## src/rtl/axi_mst_initiator.sv

```systemverilog
// AXI3-style traffic master: turns simple commands into AW/W or AR bursts carrying an
// address-derived data pattern, and checks B/R responses against issue order.
module axi_mst_initiator #(
  parameter int unsigned AXI_ADDR_W   = 32,
  parameter int unsigned AXI_ID_W     = 4,
  parameter int unsigned AXI_DATA_W   = 32,
  parameter int unsigned MST_OSTD_NUM = 4
) (
  input  logic                            aclk,
  input  logic                            areset,
  input  logic                            cmd_valid,
  output logic                            cmd_ready,
  input  logic                            cmd_write,
  input  logic [AXI_ADDR_W-1:0]           cmd_addr,
  input  logic [3:0]                      cmd_len,
  input  logic [AXI_ID_W-1:0]             cmd_id,
  output logic                            awvalid,
  input  logic                            awready,
  output logic [AXI_ADDR_W-1:0]           awaddr,
  output logic [3:0]                      awlen,
  output logic [2:0]                      awsize,
  output logic [1:0]                      awburst,
  output logic [AXI_ID_W-1:0]             awid,
  output logic [1:0]                      awlock,
  output logic                            wvalid,
  input  logic                            wready,
  output logic [AXI_ID_W-1:0]             wid,
  output logic [AXI_DATA_W-1:0]           wdata,
  output logic [AXI_DATA_W/8-1:0]         wstrb,
  output logic                            wlast,
  input  logic                            bvalid,
  output logic                            bready,
  input  logic [AXI_ID_W-1:0]             bid,
  input  logic [1:0]                      bresp,
  output logic                            arvalid,
  input  logic                            arready,
  output logic [AXI_ADDR_W-1:0]           araddr,
  output logic [3:0]                      arlen,
  output logic [2:0]                      arsize,
  output logic [1:0]                      arburst,
  output logic [AXI_ID_W-1:0]             arid,
  output logic [1:0]                      arlock,
  input  logic                            rvalid,
  output logic                            rready,
  input  logic [AXI_ID_W-1:0]             rid,
  input  logic [AXI_DATA_W-1:0]           rdata,
  input  logic [1:0]                      rresp,
  input  logic                            rlast,
  output logic [$clog2(MST_OSTD_NUM):0]   wr_ostd_cnt,
  output logic [$clog2(MST_OSTD_NUM):0]   rd_ostd_cnt,
  output logic [7:0]                      err_cnt,
  output logic                            idle
);

  localparam int unsigned STRB_W = AXI_DATA_W / 8;
  localparam int unsigned PTR_W  = $clog2(MST_OSTD_NUM);
  localparam int unsigned CNT_W  = PTR_W + 1;
  localparam logic [2:0]       AXSIZE   = 3'($clog2(STRB_W));
  localparam logic [CNT_W-1:0] OSTD_MAX = CNT_W'(MST_OSTD_NUM);
  localparam logic [CNT_W-1:0] CNT_ONE  = CNT_W'(1);
  localparam logic [PTR_W:0]   PTR_ONE  = (PTR_W+1)'(1);

  typedef enum logic {W_IDLE, W_BURST} w_state_t;

  w_state_t w_state;

  // W FIFO {len,id,addr}, B-expect FIFO {id}, R-expect FIFO {len,id}
  logic [3:0]            wf_len  [MST_OSTD_NUM];
  logic [AXI_ID_W-1:0]   wf_id   [MST_OSTD_NUM];
  logic [AXI_ADDR_W-1:0] wf_addr [MST_OSTD_NUM];
  logic [AXI_ID_W-1:0]   bf_id   [MST_OSTD_NUM];
  logic [3:0]            rf_len  [MST_OSTD_NUM];
  logic [AXI_ID_W-1:0]   rf_id   [MST_OSTD_NUM];
  logic [PTR_W:0]        wf_wr, wf_rd, bf_wr, bf_rd, rf_wr, rf_rd;

  logic [3:0]            w_beat, w_len, r_beat;
  logic [AXI_ADDR_W-1:0] w_cur, w_nxt;
  logic [CNT_W-1:0]      wr_pend, rd_pend;
  logic [8:0]            err_sum;

  logic cmd_acc, aw_hs, ar_hs, w_hs, b_hs, r_hs;
  logic wf_empty, wf_full, bf_empty, rf_empty;
  logic w_load, b_err, b_pop, r_last_beat, r_close, r_err, r_pop;
  logic unused_rdata;

  assign aw_hs = awvalid & awready;
  assign ar_hs = arvalid & arready;
  assign w_hs  = wvalid & wready;
  assign b_hs  = bvalid & bready;
  assign r_hs  = rvalid & rready;

  assign wf_empty = (wf_wr == wf_rd);
  assign wf_full  = (wf_wr[PTR_W] != wf_rd[PTR_W]) && (wf_wr[PTR_W-1:0] == wf_rd[PTR_W-1:0]);
  assign bf_empty = (bf_wr == bf_rd);
  assign rf_empty = (rf_wr == rf_rd);

  // A held address beat will still add one outstanding burst when it handshakes
  assign wr_pend   = wr_ostd_cnt + CNT_W'(awvalid);
  assign rd_pend   = rd_ostd_cnt + CNT_W'(arvalid);
  assign cmd_ready = cmd_write ? ((!awvalid || awready) && (wr_pend < OSTD_MAX) && !wf_full)
                               : ((!arvalid || arready) && (rd_pend < OSTD_MAX));
  assign cmd_acc   = cmd_valid & cmd_ready;

  assign w_load = !wf_empty && ((w_state == W_IDLE) || (w_hs && wlast));
  assign w_nxt  = w_cur + AXI_ADDR_W'(STRB_W);

  assign b_err = b_hs && (bf_empty || (bid != bf_id[bf_rd[PTR_W-1:0]]) || (bresp != 2'b00));
  assign b_pop = b_hs && !bf_empty;

  assign r_last_beat = (r_beat == rf_len[rf_rd[PTR_W-1:0]]);
  assign r_close     = rlast || r_last_beat;
  assign r_err       = r_hs && (rf_empty || (rid != rf_id[rf_rd[PTR_W-1:0]]) ||
                                (rresp != 2'b00) || (rlast != r_last_beat));
  assign r_pop       = r_hs && !rf_empty && r_close;

  assign err_sum = {1'b0, err_cnt} + 9'(b_err) + 9'(r_err);

  assign awlock = 2'b00;
  assign arlock = 2'b00;
  assign idle   = !awvalid && !arvalid && (w_state == W_IDLE) && wf_empty &&
                  (wr_ostd_cnt == '0) && (rd_ostd_cnt == '0);

  // Read data carries no checked pattern; only its framing is checked
  assign unused_rdata = ^rdata;

  // Expectation storage, written at the address handshakes
  always_ff @(posedge aclk) begin
    if (aw_hs) begin
      wf_len[wf_wr[PTR_W-1:0]]  <= awlen;
      wf_id[wf_wr[PTR_W-1:0]]   <= awid;
      wf_addr[wf_wr[PTR_W-1:0]] <= awaddr;
      bf_id[bf_wr[PTR_W-1:0]]   <= awid;
    end
    if (ar_hs) begin
      rf_len[rf_wr[PTR_W-1:0]] <= arlen;
      rf_id[rf_wr[PTR_W-1:0]]  <= arid;
    end
  end

  always_ff @(posedge aclk or posedge areset) begin
    if (areset) begin
      awvalid     <= 1'b0;
      awaddr      <= '0;
      awlen       <= '0;
      awsize      <= '0;
      awburst     <= '0;
      awid        <= '0;
      arvalid     <= 1'b0;
      araddr      <= '0;
      arlen       <= '0;
      arsize      <= '0;
      arburst     <= '0;
      arid        <= '0;
      w_state     <= W_IDLE;
      wvalid      <= 1'b0;
      wid         <= '0;
      wdata       <= '0;
      wstrb       <= '0;
      wlast       <= 1'b0;
      w_beat      <= '0;
      w_len       <= '0;
      w_cur       <= '0;
      bready      <= 1'b0;
      rready      <= 1'b0;
      r_beat      <= '0;
      wf_wr       <= '0;
      wf_rd       <= '0;
      bf_wr       <= '0;
      bf_rd       <= '0;
      rf_wr       <= '0;
      rf_rd       <= '0;
      wr_ostd_cnt <= '0;
      rd_ostd_cnt <= '0;
      err_cnt     <= '0;
    end else begin
      bready <= 1'b1;
      rready <= 1'b1;

      if (cmd_acc && cmd_write) begin
        awvalid <= 1'b1;
        awaddr  <= cmd_addr;
        awlen   <= cmd_len;
        awid    <= cmd_id;
        awsize  <= AXSIZE;
        awburst <= 2'b01;
      end else if (aw_hs) begin
        awvalid <= 1'b0;
      end

      if (cmd_acc && !cmd_write) begin
        arvalid <= 1'b1;
        araddr  <= cmd_addr;
        arlen   <= cmd_len;
        arid    <= cmd_id;
        arsize  <= AXSIZE;
        arburst <= 2'b01;
      end else if (ar_hs) begin
        arvalid <= 1'b0;
      end

      if (aw_hs) begin
        wf_wr <= wf_wr + PTR_ONE;
        bf_wr <= bf_wr + PTR_ONE;
      end
      if (ar_hs) rf_wr <= rf_wr + PTR_ONE;

      // W engine: a waiting burst is chained straight onto the wlast handshake
      if (w_load) begin
        w_state <= W_BURST;
        wvalid  <= 1'b1;
        wid     <= wf_id[wf_rd[PTR_W-1:0]];
        w_len   <= wf_len[wf_rd[PTR_W-1:0]];
        w_beat  <= '0;
        w_cur   <= wf_addr[wf_rd[PTR_W-1:0]];
        wdata   <= AXI_DATA_W'(wf_addr[wf_rd[PTR_W-1:0]]);
        wstrb   <= '1;
        wlast   <= (wf_len[wf_rd[PTR_W-1:0]] == 4'd0);
        wf_rd   <= wf_rd + PTR_ONE;
      end else if (w_hs) begin
        if (wlast) begin
          w_state <= W_IDLE;
          wvalid  <= 1'b0;
          wlast   <= 1'b0;
        end else begin
          w_beat <= w_beat + 4'd1;
          w_cur  <= w_nxt;
          wdata  <= AXI_DATA_W'(w_nxt);
          wlast  <= ((w_beat + 4'd1) == w_len);
        end
      end

      if (b_pop) bf_rd <= bf_rd + PTR_ONE;

      if (r_hs && !rf_empty) begin
        if (r_close) begin
          rf_rd  <= rf_rd + PTR_ONE;
          r_beat <= '0;
        end else begin
          r_beat <= r_beat + 4'd1;
        end
      end

      case ({aw_hs, b_pop})
        2'b10:   wr_ostd_cnt <= wr_ostd_cnt + CNT_ONE;
        2'b01:   wr_ostd_cnt <= wr_ostd_cnt - CNT_ONE;
        default: wr_ostd_cnt <= wr_ostd_cnt;
      endcase

      case ({ar_hs, r_pop})
        2'b10:   rd_ostd_cnt <= rd_ostd_cnt + CNT_ONE;
        2'b01:   rd_ostd_cnt <= rd_ostd_cnt - CNT_ONE;
        default: rd_ostd_cnt <= rd_ostd_cnt;
      endcase

      err_cnt <= (err_sum > 9'd255) ? 8'd255 : err_sum[7:0];
    end
  end

endmodule

```

## config.mk

```make
export PLATFORM = sky130hd
export DESIGN_NAME = axi_mst_initiator
export DESIGN_NICKNAME = d
export VERILOG_FILES = /design/src/rtl/axi_mst_initiator.sv
export SDC_FILE = /design/constraint.sdc
export NUM_CORES = 1
export LEC_CHECK = 0
export BUFFER_PORTS_ARGS = -buffer_cell sky130_fd_sc_hd__buf_4
export CORE_MARGIN = 4
export CORE_UTILIZATION = 35
export CTS_CLUSTER_DIAMETER = 50
export CTS_CLUSTER_SIZE = 16
export DETAILED_ROUTE_END_ITERATION = 10
export HOLD_SLACK_MARGIN = 0.12
export PLACE_DENSITY = 0.63
export SLEW_MARGIN = 0
export SYNTH_ARGS = -nofsm -noshare
export SYNTH_HDL_FRONTEND = slang
export SYNTH_SLANG_ARGS = --single-unit
```

## constraint.sdc

```tcl
create_clock -name aclk -period 5.83 [get_ports aclk]
set_input_delay 0.8745 -clock aclk [delete_from_list [all_inputs] [get_ports aclk]]
set_output_delay 0.8745 -clock aclk [all_outputs]
set_load 0.01 [all_outputs]
```

==> impl_metrics.toml <==
[setup_path]
cp-end-kind = "register"
arrival_ps = 4330
path_class = "register to register"
reg2reg_depth = 12
cp_max_fo = 11
cpPeakStageDelay_ps = 760
reg2reg_slack_ps = 1920
path_buf_inv = 0
crit_path_start_kind = "register"
crit_chain = "mux4_2 -> xnor2_1 -> nand4_1 -> ha_1 -> nor4_1 -> a31oi_1 -> fa_1 -> ha_1 -> and3_1 -> and3_1 -> nand3_1 -> nand2_1"
critPathTopFamily = "simple AND/OR/NAND/NOR gates"
rr_endpoint = "err_cnt[5]"
r2r_start = "rf_rd[0]"
slowest_stage = "dfrtp_1"
worstPathRequired_ps = 6240

[clocking]
cts_htree_levels = 2
cts_post_setup_buffers_inserted = 0
cts_hold_buf = 0
cts_buffer_depth = 3
cts_sinks = 376
path_clk_slew_ps = 60
cts_tree = "yes"
cts-root-buf = "clkbuf_16"
cts_buffers = 39
cts.repair.resized = 0
insertion_delay_ps = 540

[outcome]
status = "finished clean"

[logic_synthesis]
syn_area_per_cell_sq_um = 16.1
ys_async_sr_fraction_pct = 44.7
synthTopCellsByArea = "edfxtp_1 40%, dfrtp_1 27%, mux4_2 7.6%, mux2_2 6.1%, xor2_1 2.5%"
synth_commonest_cells = "208 x edfxtp_1, 168 x dfrtp_1, 91 x nand2_1"
yosysSeqAreaShare_pct = 67.7
synth_ff_type = "edfxtp_1"
synth-seq-cells = 376
yosysMostFrequentCell = "edfxtp_1"
synth.distinct_cells = 56
synth_cells = 962
yosys.area.top_type = "edfxtp_1"
yosysWarnings = 0
synth_edf_count = 208
netlist_area_sq_mm = 0.0154
synth_top_area_share_pct = 40.4

[pwr]
vdd_drop_max_mv = 0.288
p_leak_nw = 7.35
p_per_area_mw_per_mm2 = 539

[grt]
grt_pass1_wl_um = 53000
grt_max_degree = 79
grt_antenna_before_repair = 0
gr-total-overflow = 0
first_global_vias = 8993
grt_util_all_layers_pct = 14.2

[final_layout]
final_cells = 1794
fillCellCount = 3933
n_antenna_cell = 0
layout-drive-gt1-share_pct = 36.6
multi_input_area_sq_mm = 0.00468
synthToLayoutAreaGrowth_pct = 22.4
register_area_sq_mm = 0.0105
nets = 1297

[die]
die_h_um = 218
start_util_pct = 35.6
pin_count = 250
num_rows = 76
dieArea_sq_mm = 0.0476
die_x_um = 218
fp.coreArea_sq_mm = 0.0434

[detailed_routing]
met2WireLength_um = 16600
routed-wl-met3_um = 1160
drtIter0Drc = 470
antenna_left = 0
drt-pass1-iter-count = 4
routed_via_density = 4.79
top_layer = "met4"
routed_wl_um = 34100
vias = 8596
drc_errors = 0
wl_met1_um = 15100
wl_per_cell_um = 19.0

[placement]
gp_congestion = 0.777
hpwl_um = 22400
post-place-cells = 1722
portBuffers = 207

[job]
max_cap_viol_count = 0

[timing]
setup_viol = 0
finalClockSkew_ps = 19.8
fin_crit_sh_pct = 67.2
tightest_slew_ps = 1160
hold_violations = 0
drv_slew = 0
relSlewSlack_pct = 22.9
min_period_ps = 3910
tns_ps = 0
fmax_ghz = 0.255
rsz0062_at_grt = "no"

[hold_path]
min_path_type = "input pin to asynchronous set/reset pin"
-- layer usage --
metal,vias up,GRT usage (%)
li1,3986,-
met1,4359,19.2
met2,181,23.3
met3,70,2.23
met4,0,5.62
met5,-,0
-- worst max-delay path by stage --
stage	cells past startpoint	startpoint	to	slack (ps)
after floorplan	1	areset	araddr[0]	410
after global placement	12	rf_rd[0]	err_cnt[1]	1930
after detailed placement	12	rf_rd[0]	err_cnt[1]	1880
after CTS	12	rf_rd[0]	err_cnt[3]	1850
after global routing	12	rf_rd[0]	err_cnt[0]	1580
final	12	rf_rd[0]	err_cnt[5]	1920
-- cell usage in the layout, fill, tap and decap left out, types with 5 or more instances in the layout --
cell type and n:
clkbuf_1 5, dfrtp_1 166, mux2_2 84, nor2_1 22, o21ai_0 37, mux4_2 52
inv_1 18, edfxtp_1 208, buf_4 217, nand4_1 12, nand3_1 24, nand2_1 90
clkbuf_16 40, nor3_1 11, ha_1 22, clkinv_4 6, and3_1 14, xor2_1 44
a31oi_1 7, or2_2 5, xnor2_1 29, conb_1 11, a21oi_1 5
-- registers in the layout (all words and copies together), names as in the netlist, 8 cells and up --
name / cells
wf_addr: 128
araddr: 32
awaddr: 32
wdata: 32
bf_id: 16
rf_id: 16
rf_len: 16
wf_id: 16
wf_len: 16
err_cnt: 8
-- power by group --
group | switching, mW | internal [mW]
registers | 0.810 | 3.74
logic | 1.49 | 1.60
clock network | 1.09 | 1.45
total | 3.39 | 6.79
-- layout make-up --
type | count | share of cell area [%]
clock buffer | 46 | 5.47
clock inverter | 26 | 1.57
inverter | 19 | 0.404
multi-input combinational | 525 | 24.8
sequential | 376 | 55.3
tap | 585 | 3.87
timing repair buffer | 217 | 8.62
-- cells by family after synthesis --
family,share of synthesized area [%]
buffers and inverters,2.42
XOR/XNOR,4.35
AND/OR/NAND/NOR,6.75
AO/OA/AOI/OAI,2.69
adder cells (fa/ha/maj),2.17
flip-flops,67.7
multiplexers,13.9
other,0.0486
-- worst reg2reg max path, cell delays in order (launching register included) --
cell and delay [ps]:
dfrtp_1 760, mux4_2 600, xnor2_1 170, nand4_1 120, ha_1 330, nor4_1 230
a31oi_1 190, fa_1 430, ha_1 250, and3_1 220, and3_1 200, nand3_1 200
nand2_1 80
-- per-stage QoR --
step / hold WS (ps) / util [%] / cell area [sq um] / setup slack, ps / total power [mW]
floorplan: 460 / - / 15500 / 409 / 6.26
global placement: 463 / 40.5 / 17600 / 1930 / 7.67
detailed placement: 464 / 40.5 / 17600 / 1880 / 7.77
CTS: 480 / 43.6 / 18900 / 1850 / 10.4
global route: 494 / 43.6 / 18900 / 1580 / 10.8
finish: 436 / 43.6 / 18900 / 1920 / 10.2
No activity file was read; power rests on OpenSTA's default activity.
